$ cat src/rtl/act_requant_packer_if.sv
// Activation stream in (from leaky_relu) and packed-word write bus out.
// The slave modport is the packer side; master is the producer/buffer side.
interface act_requant_packer_if #(
    parameter int ADDR_W = 12
);
    logic              in_valid;
    logic [31:0]       in_data;
    logic              in_ready;
    logic              wr_en;
    logic [ADDR_W-1:0] wr_addr;
    logic [31:0]       wr_data;
    logic [3:0]        wr_strb;

    modport master (
        output in_valid, in_data,
        input  in_ready, wr_en, wr_addr, wr_data, wr_strb
    );

    modport slave (
        input  in_valid, in_data,
        output in_ready, wr_en, wr_addr, wr_data, wr_strb
    );
endinterface

$ cat src/rtl/act_requant_packer.sv
// Requantizes signed 32-bit activations to int8 (scale, rounding shift, saturate)
// and packs four per little-endian word into the output buffer.
module act_requant_packer #(
    parameter int ADDR_W = 12,
    parameter int CNT_W  = 16
) (
    input  logic               clk,
    input  logic               rst_n,
    input  logic               start,
    input  logic [ADDR_W-1:0]  base_addr,
    input  logic [CNT_W-1:0]   count,
    input  logic [15:0]        scale,
    input  logic [4:0]         shift,
    act_requant_packer_if.slave bus,
    output logic               busy,
    output logic               tile_done,
    output logic [CNT_W-1:0]   sat_count
);
    localparam int NUM_LANES = 4;
    localparam int STAGES    = 2;

    localparam logic [1:0] S_IDLE  = 2'd0;
    localparam logic [1:0] S_RUN   = 2'd1;
    localparam logic [1:0] S_FLUSH = 2'd2;
    localparam logic [1:0] S_DONE  = 2'd3;

    logic [1:0]                state;
    logic [CNT_W-1:0]          cnt_q, acc_cnt;
    logic [15:0]               scale_q;
    logic [4:0]                shift_q;
    logic [ADDR_W-1:0]         waddr;
    logic [STAGES:0]           vld_pipe;
    logic                      accept, acc_last, word_done, wr_last;
    logic signed [47:0]        din_ext, scl_ext, mul, prod_q;
    logic signed [48:0]        half, rnd_in, shifted;
    logic [1:0]                s1_lane, s2_lane;
    logic                      s1_last, s2_last;
    logic [NUM_LANES-1:0][7:0] pack_q;
    logic [7:0]                sat_byte;
    logic                      clamped;

    assign bus.in_ready = (state == S_RUN) && (acc_cnt < cnt_q);
    assign accept       = bus.in_valid && bus.in_ready;
    assign acc_last     = (acc_cnt == cnt_q - CNT_W'(1));
    assign busy         = (state != S_IDLE);
    assign tile_done    = (state == S_DONE);
    // vld_pipe[0]: product reg, [1]: pack reg, [2]: write strobe (word-completing only)
    assign bus.wr_en    = vld_pipe[2];
    assign word_done    = vld_pipe[1] && ((s2_lane == 2'd3) || s2_last);

    always_comb begin
        din_ext  = {{16{bus.in_data[31]}}, bus.in_data};
        scl_ext  = {32'd0, scale_q};
        mul      = din_ext * scl_ext;
        half     = (shift_q == 5'd0) ? '0 : (49'sd1 <<< (shift_q - 5'd1));
        rnd_in   = {prod_q[47], prod_q} + half;
        shifted  = rnd_in >>> shift_q;
        sat_byte = shifted[7:0];
        clamped  = 1'b0;
        if (shifted > 49'sd127) begin
            sat_byte = 8'h7F;
            clamped  = 1'b1;
        end else if (shifted < -49'sd128) begin
            sat_byte = 8'h80;
            clamped  = 1'b1;
        end
    end

    always_ff @(posedge clk) begin
        if (!rst_n) begin
            state       <= S_IDLE;
            cnt_q       <= '0;
            acc_cnt     <= '0;
            scale_q     <= '0;
            shift_q     <= '0;
            waddr       <= '0;
            vld_pipe    <= '0;
            prod_q      <= '0;
            s1_lane     <= '0;
            s1_last     <= 1'b0;
            s2_lane     <= '0;
            s2_last     <= 1'b0;
            wr_last     <= 1'b0;
            bus.wr_addr <= '0;
            bus.wr_data <= '0;
            bus.wr_strb <= '0;
            sat_count   <= '0;
        end else begin
            vld_pipe <= {word_done, vld_pipe[0], accept};

            case (state)
                S_IDLE: if (start) begin
                    cnt_q     <= count;
                    acc_cnt   <= '0;
                    scale_q   <= scale;
                    shift_q   <= shift;
                    waddr     <= base_addr;
                    sat_count <= '0;
                    state     <= (count == '0) ? S_DONE : S_RUN;
                end
                S_RUN:   if (accept && acc_last) state <= S_FLUSH;
                S_FLUSH: if (vld_pipe[2] && wr_last) state <= S_DONE;
                S_DONE:  state <= S_IDLE;
                default: state <= S_IDLE;
            endcase

            if (accept) begin
                acc_cnt <= acc_cnt + CNT_W'(1);
                prod_q  <= mul;
                s1_lane <= acc_cnt[1:0];
                s1_last <= acc_last;
            end

            if (vld_pipe[0]) begin
                s2_lane <= s1_lane;
                s2_last <= s1_last;
                if (clamped && (sat_count != '1)) sat_count <= sat_count + CNT_W'(1);
            end

            // Partial final word: strobe covers lanes 0..s2_lane only
            if (word_done) begin
                bus.wr_addr <= waddr;
                waddr       <= waddr + ADDR_W'(1);
                bus.wr_data <= pack_q;
                bus.wr_strb <= 4'b1111 >> (2'd3 - s2_lane);
                wr_last     <= s2_last;
            end
        end
    end

    // Lane 0 of a new word clears the other lanes so unfilled bytes read as zero.
    for (genvar k = 0; k < NUM_LANES; k++) begin : g_lane
        always_ff @(posedge clk) begin
            if (!rst_n) begin
                pack_q[k] <= '0;
            end else if (vld_pipe[0]) begin
                if (s1_lane == 2'(k))       pack_q[k] <= sat_byte;
                else if (s1_lane == 2'd0)   pack_q[k] <= '0;
            end
        end
    end
endmodule

$ cat src/flat_wrapper.sv
// flat-port wrapper written by rule: the top's interface ports become plain ports
module act_requant_packer_flat 
#(
    parameter int ADDR_W = 12,
    parameter int CNT_W  = 16
)
  (clk, rst_n, start, base_addr, count, scale, shift, busy, tile_done, sat_count, bus_in_valid, bus_in_data, bus_in_ready, bus_wr_en, bus_wr_addr, bus_wr_data, bus_wr_strb);
  act_requant_packer_if #(.ADDR_W(ADDR_W)) bus_i ();
  input  logic clk;
  input  logic rst_n;
  input  logic start;
  input  logic [ADDR_W-1:0] base_addr;
  input  logic [CNT_W-1:0] count;
  input  logic [15:0] scale;
  input  logic [4:0] shift;
  output logic busy;
  output logic tile_done;
  output logic [CNT_W-1:0] sat_count;
  input wire logic [$bits(bus_i.in_valid)-1:0] bus_in_valid;
  input wire logic [$bits(bus_i.in_data)-1:0] bus_in_data;
  output wire logic [$bits(bus_i.in_ready)-1:0] bus_in_ready;
  output wire logic [$bits(bus_i.wr_en)-1:0] bus_wr_en;
  output wire logic [$bits(bus_i.wr_addr)-1:0] bus_wr_addr;
  output wire logic [$bits(bus_i.wr_data)-1:0] bus_wr_data;
  output wire logic [$bits(bus_i.wr_strb)-1:0] bus_wr_strb;
  assign bus_i.in_valid = bus_in_valid;
  assign bus_i.in_data = bus_in_data;
  assign bus_in_ready = bus_i.in_ready;
  assign bus_wr_en = bus_i.wr_en;
  assign bus_wr_addr = bus_i.wr_addr;
  assign bus_wr_data = bus_i.wr_data;
  assign bus_wr_strb = bus_i.wr_strb;
  act_requant_packer #(.ADDR_W(ADDR_W), .CNT_W(CNT_W)) u_core (.clk(clk), .rst_n(rst_n), .start(start), .base_addr(base_addr), .count(count), .scale(scale), .shift(shift), .bus(bus_i), .busy(busy), .tile_done(tile_done), .sat_count(sat_count));
endmodule
$ cat config.mk
export PLATFORM = sky130hd
export DESIGN_NAME = act_requant_packer_flat
export DESIGN_NICKNAME = d
export VERILOG_FILES = /design/src/rtl/act_requant_packer_if.sv /design/src/rtl/act_requant_packer.sv /design/src/flat_wrapper.sv
export SDC_FILE = /design/constraint.sdc
export NUM_CORES = 2
export LEC_CHECK = 0
export CORE_AREA = 2 2 280 282
export CTS_CLUSTER_DIAMETER = 40
export CTS_CLUSTER_SIZE = 24
export DETAILED_ROUTE_END_ITERATION = 7
export DIE_AREA = 0 0 282 284
export GPL_TIMING_DRIVEN = 0
export SKIP_LAST_GASP = 1
export SLEW_MARGIN = 10
export SYNTH_ARGS = -nofsm -noshare
export SYNTH_HDL_FRONTEND = slang
export SYNTH_SLANG_ARGS = --single-unit
$ cat constraint.sdc
create_clock -name clk -period 9.79 [get_ports clk]
set_input_delay 2.937 -clock clk [delete_from_list [all_inputs] [get_ports clk]]
set_output_delay 2.937 -clock clk [all_outputs]
set_load 0.02 [all_outputs]
# Word level (Yosys, flattened, before mapping)
# Index checks and enable logic that the tools add are counted.
[totals]
wordCells = 98
reg_bits = 221
output_inout_bits = 68
input_bits = 85
[classes]
order_cmp = 3
n_reduce_logical = 27
add_sub_neg = 7
n_shift = 3
muxes = 24
n_mul = 1
n_eq_ne = 12
[op_table]
columns = ["op", "count"]
rows = [
  ["two-way mux 16 bit", 7],
  ["adder 49 bit", 1],
  ["greater-than comparator 49 x 8 -> 1 bit, second input constant", 1],
  ["less-than comparator 49 x 8 -> 1 bit, second input constant", 1],
  ["two-way mux 49 bit", 1],
  ["<<< shifter 1 x 5 -> 49 bit, first input constant", 1],
  [">>> shifter 49 x 5 -> 49 bit", 1],
  ["multiplier 32 x 17 -> 48 bit", 1],
  ["two-way mux 8 bit", 6],
  ["two-way mux 12 bit", 3],
  ["adder 16 x 1 -> 16 bit, second input constant", 2],
  ["equality test 16 bit", 1],
  ["logical NOT 16 bit", 1],
  ["less-than comparator 16 bit", 1],
  ["!= test 16 bit, second input constant", 1],
  ["nonzero test 2 bit", 8],
  ["subtractor 16 x 1 -> 16 bit, second input constant", 1],
  ["AND reduction 2 bit", 7],
  ["adder 12 x 1 -> 12 bit, second input constant", 1],
  ["equality test 2 bit, second input constant", 5],
  ["two-way mux 2 bit", 4],
  ["case mux 2 bit (4 select lines)", 1],
  ["logical AND 1 bit", 6],
  ["logical NOT 5 bit", 1],
  ["other kinds (10)", 14],
]

# Logic depth before layout (Yosys ltp)
[logic_depth]
depth_word = 11
ltp_mapped = 30

# Least setup slack after synthesis
# No wires, ideal clock.
[synth_path]
path_type = "input -> register"
from = "input bus_in_data[5]"
to = "register u_core.prod_q[40]"
arrival_ps = 9534
path_stages = 26
n_path_buf = 1
slack_ps = 138
cell_sequence = "clkbuf_1 -> nand2_1 -> fa_1 -> inv_1 -> fa_1 -> inv_1 -> fa_1 -> fa_1 -> inv_1 -> fa_1 -> fa_1 -> ha_1 -> o2111ai_1 -> a21o_1 -> a21boi_0 -> o21ai_0 -> a311o_1 -> a31oi_1 -> o2111ai_1 -> a311oi_1 -> nor3_1 -> nor3_1 -> a311oi_1 -> nor2_1 -> o21ai_0 -> a32o_1"
[synth_between]
elab_chain_cells = 1
[synth_lines]
columns = ["item", "line_no", "rtl"]
rows = [
  ["from (decl)", "flat_wrapper.sv:20", "input wire logic [$bits(bus_i.in_data)-1:0] bus_in_data;"],
  ["multiplier 32 x 17 -> 48 bit", "act_requant_packer.sv:54", "mul = din_ext * scl_ext;"],
  ["to (signal assigned)", "act_requant_packer.sv:109", "prod_q <= mul;"],
  ["to (decl)", "act_requant_packer.sv:34", "logic signed [47:0] din_ext, scl_ext, mul, prod_q;"],
]
# Every way passes these cells.
# A chain may end at the register's enable or synchronous reset.

# Worst setup path in the final report
[layout_path]
from = "input bus_in_data[14]"
to = "register u_core.prod_q[40]"
# Same word-level chain as after synthesis.

==> metrics.md <==
| Metric | Value |
|---|---|
| Run status | complete, no violations |
| Global route overflow | 0 |
| Share of the synthesized area in the top cell type | 0.2826 |
| WS Path Type | in2reg |
| Post-Synthesis Cell Area | 0.03436 mm2 |
| Clk pin slew, worst setup/hold paths | 0.06 ns |
| CTS tree | built |
| CTS Buf Count | 44 |
| Worst Hold Slack | 0.4505 ns |
| Dpl hpwl | 103,100 um |
| Reg2reg start | u_core.shift_q[2] |
| Power share of the clock group | 0.167 |
| P_leak | 16.34 nW |
| Vias in the first global route | 31,650 |
| Net Sw Power | 4.860 mW |
| Cell taking the most area after synthesis | fa_1 |
| Hold crit path type | reg2reg |
| Nets | 5,218 |
| Placement Rows | 102 |
| Setup tns final | 0 ns |
| PwrDens | 240.5 mW/mm2 |
| FMAX | 0.1047 GHz |
| Startpoint class of the critical path | input port |
| Final Hold Viols | 0 |
| Largest net degree at the start of global routing | 14 |
| Initial Util | 0.4465 |
| Die height | 284 um |
| Cells on worst reg2reg path | 25 |
| Simple-gate portion of the synthesized area | 0.2140 |
| Clk buf depth | 3 |
| Largest family of logic cells by synthesized area | adder cells |
| Design Power | 9.390 mW |
| Worst-Skew Late Latency | 0.58 ns |
| Mux cell area share after synthesis | 0.03612 |
| DRT iter0 DRCs | 2,787 |
| Die area | 0.08009 mm2 |
| Synth Flop Type | dfxtp_1 |
| Worst-Margin Slew | 1.077 ns |
| Register area share after synthesis | 0.1288 |
| Synth Instances | 4,272 |
| Compound-Gate Fraction of Synth Area | 0.1628 |
| Total Routing Usage GR | 0.3159 |
| Kind of end point of the critical path | flip-flop |
| Routed vias | 32,160 |
| EDFF count, synth | 0 |
| Post-Layout Cell Count | 5,548 |
| Drt total wl | 125,900 um |
| Max-slew headroom | 0.2757 |
| Avg Cell Area, Syn | 8.043 um2 |
| CP required | 10.25 ns |
| Max rail drop VDD | 0.2800 mV |
| Worst hold endpoint | u_core.bus.wr_data[18] |
| Syn_nets | 5,017 |
| RR Endpoint | u_core.sat_count[3] |
| Clk_skew | 0.02106 ns |
| Internal | 4.530 mW |
| CTS Sinks | 221 |
| Switching share of total power | 0.5176 |
| Ys async rst share | 0 |
| Adder-Cell Fraction of Synth Area | 0.3463 |
| Comb power frac | 0.712 |
| Cell Area, Placed | 0.03717 mm2 |
| Synth Area in XOR/XNOR | 0.02218 |
| Wire length per cell | 22.69 um |
| Post-layout min period | 9.552 ns |
| Hold_sp | u_core.bus.wr_data[18] |
| Inst Count DP | 5,463 |
| CTS H-Tree Depth | 2 |
| Synth area leaders | fa_1 28%, dfxtp_1 13%, nand2_1 7.8%, ha_1 6.4%, inv_1 6.2% |
| Post-DRT Antenna Nets | 0 |
| Power share of the sequential group | 0.121 |
| Final weighted congestion of routability-driven global placement | 1.000 |
| Vias per std cell | 5.797 |
| Clock root buffer | clkbuf_16 |
| Crit-path max FO | 10 |
| Hold path cells | 2 |
| Area Growth Syn to Fin | 13.62% |
| Port bufs | 151 |
| Final Slew Violations | 0 |
| Tcrit/Tclk final | 0.9757 |
| Global-route wire length before repair | 193,800 um |
| Initial antenna violation count | 2 |
| Drt drc | 0 |
| Setup violators final | 0 |
| Worst Path Arrival | 10.01 ns |
| Die width | 282 um |
| Core ar. | 0.07696 mm2 |
| Number of library cell types mapped by synthesis | 111 |
| Yosys warns | 0 |
| Pre-antenna DRT Iters | 8 |
| Post-CTS Hold Buffers | 0 |
| Internal reg-to-reg setup slack | 0.41 ns |
| Flops & latches, synth | 221 |
| Design Area, Final | 0.03904 mm2 |
| Num ports | 153 |
| Layout cell share with drive strength beyond 1 | 0.05946 |
| Max Cap Viol | 0 |
[layout make-up]
class                           instances  area, um2
Clock inverter                         27      360.3
Tap cell                             1040       1301
Buffer                                243       1074
Timing Repair Buffer                  155       1529
Fill cell                            7509      37920
Multi-Input combinational cell       3240      27020
Antenna cell                            1      2.502
Sequential cell                       221       4424
Clock buffer                           53       1195
Inverter                              568       2132
[Yosys cell counts, types with 18 or more instances]
library cell / n
nand2_1: 716
inv_1: 565
fa_1: 485
a21oi_1: 270
nor2_1: 257
and2_1: 227
dfxtp_1: 221
clkbuf_1: 208
ha_1: 175
o21ai_0: 121
nand3_1: 72
xnor2_1: 62
nor3_1: 56
mux2i_1: 54
and3_1: 51
nand4_1: 43
o21a_1: 42
a211oi_1: 41
a21o_1: 37
a31oi_1: 31
o211ai_1: 26
xor2_1: 25
nor2b_1: 22
a22o_1: 21
mux2_2: 21
mux4_2: 20
buf_2: 18
or3_1: 18
[metal layers]
metal / track usage / wire length [um] / vias up
met5: 0 / 10 / -
met3: 0.04051 / 9604 / 283
met4: 0.1198 / 5574 / 2
met1: 0.4440 / 54500 / 15910
li1: - / - / 14540
met2: 0.4947 / 56180 / 1435
[worst max path at each step]
| stage | cells after the start | end | from | slack [ns] |
|---|---|---|---|---|
| after floorplan | 26 | u_core.prod_q[40] | bus_in_data[5] | 0.14 |
| after global placement | 26 | u_core.prod_q[46] | bus_in_data[6] | -2.10 |
| after detailed placement | 26 | u_core.prod_q[46] | bus_in_data[9] | -2.13 |
| after CTS | 28 | u_core.prod_q[47] | bus_in_data[17] | 0.008 |
| after global routing | 29 | u_core.prod_q[40] | bus_in_data[0] | -0.03 |
| final | 27 | u_core.prod_q[40] | bus_in_data[14] | 0.24 |
[layout by cell type, fill, tap and decap left out, types with 62 or more instances in the layout]
cell and instances:
dfxtp_1 221, fa_1 483, ha_1 173, nor2_1 256, clkdlybuf4s50_1 128, xnor2_1 62
and2_1 227, a21oi_1 268, o21ai_0 115, nand3_1 72, inv_1 565, nand2_1 716
clkbuf_1 187
[worst max-delay path, cell delays in order]
cell	delay (ns)
clkdlybuf4s15_2	0.31
buf_4	0.25
nand2_1	0.09
fa_1	0.54
inv_1	0.06
fa_1	0.53
inv_1	0.05
fa_1	0.53
fa_1	0.45
fa_1	0.54
inv_1	0.05
fa_1	0.57
ha_1	0.41
a21o_1	0.18
a21o_1	0.17
a21o_1	0.22
a31oi_2	0.28
a31oi_4	0.16
o2111ai_4	0.25
a311oi_4	0.14
nor3_2	0.23
nor3_2	0.05
buf_4	0.16
a311oi_1	0.27
nor2_1	0.09
o31a_1	0.24
a32o_1	0.21
[power groups by stage]
stage | Clock [mW] | Combinational [mW] | Sequential, mW
floorplan | 0 | 4.48 | 1.09
global placement | 0 | 6.34 | 1.14
detailed placement | 0 | 6.36 | 1.15
CTS | 1.59 | 6.45 | 1.13
global route | 1.64 | 7.32 | 1.14
finish | 1.57 | 6.68 | 1.13
[timing repair]
action | CTS | global route
endpoints found under the setup margin | 21 | 52
pin swaps | 1 | 4
buffers inserted | 1 | 3
gates resized for setup | 111 | 60
[kinds of logic (layout without fill, tap and decap cells)]
logic type      count (synthesis)  count (layout)
fa+ha+maj                     660             660
buf+inv                       811            1046
flops                         221             221
other cells                     1               2
simple gates                 1567            1567
mux                            96              96
compound gates                829             829
xor+xnor                       87              87
[sequential cells by signal, indices dropped and copies added, names as in the netlist]
register            flops
u_core.bus.wr_strb      4
u_core.prod_q          48
u_core.sat_count       16
u_core.pack_q          32
u_core.s2_last          1
u_core.vld_pipe         3
u_core.cnt_q           16
u_core.s1_lane          2
u_core.state            2
u_core.shift_q          5
u_core.acc_cnt         16
u_core.s1_last          1
u_core.bus.wr_data     32
u_core.wr_last          1
u_core.scale_q         16
u_core.waddr           12
u_core.bus.wr_addr     12
u_core.s2_lane          2
[stage by stage]
step / setup WS (ns) / util
after floorplan: 0.1382 / -
after global placement: -2.103 / 0.4830
after detailed placement: -2.131 / 0.4830
after CTS: 0.007672 / 0.5053
after global routing: -0.02877 / 0.5073
final: 0.2378 / 0.5073
Note: power is estimated with default switching activity, not from simulation.
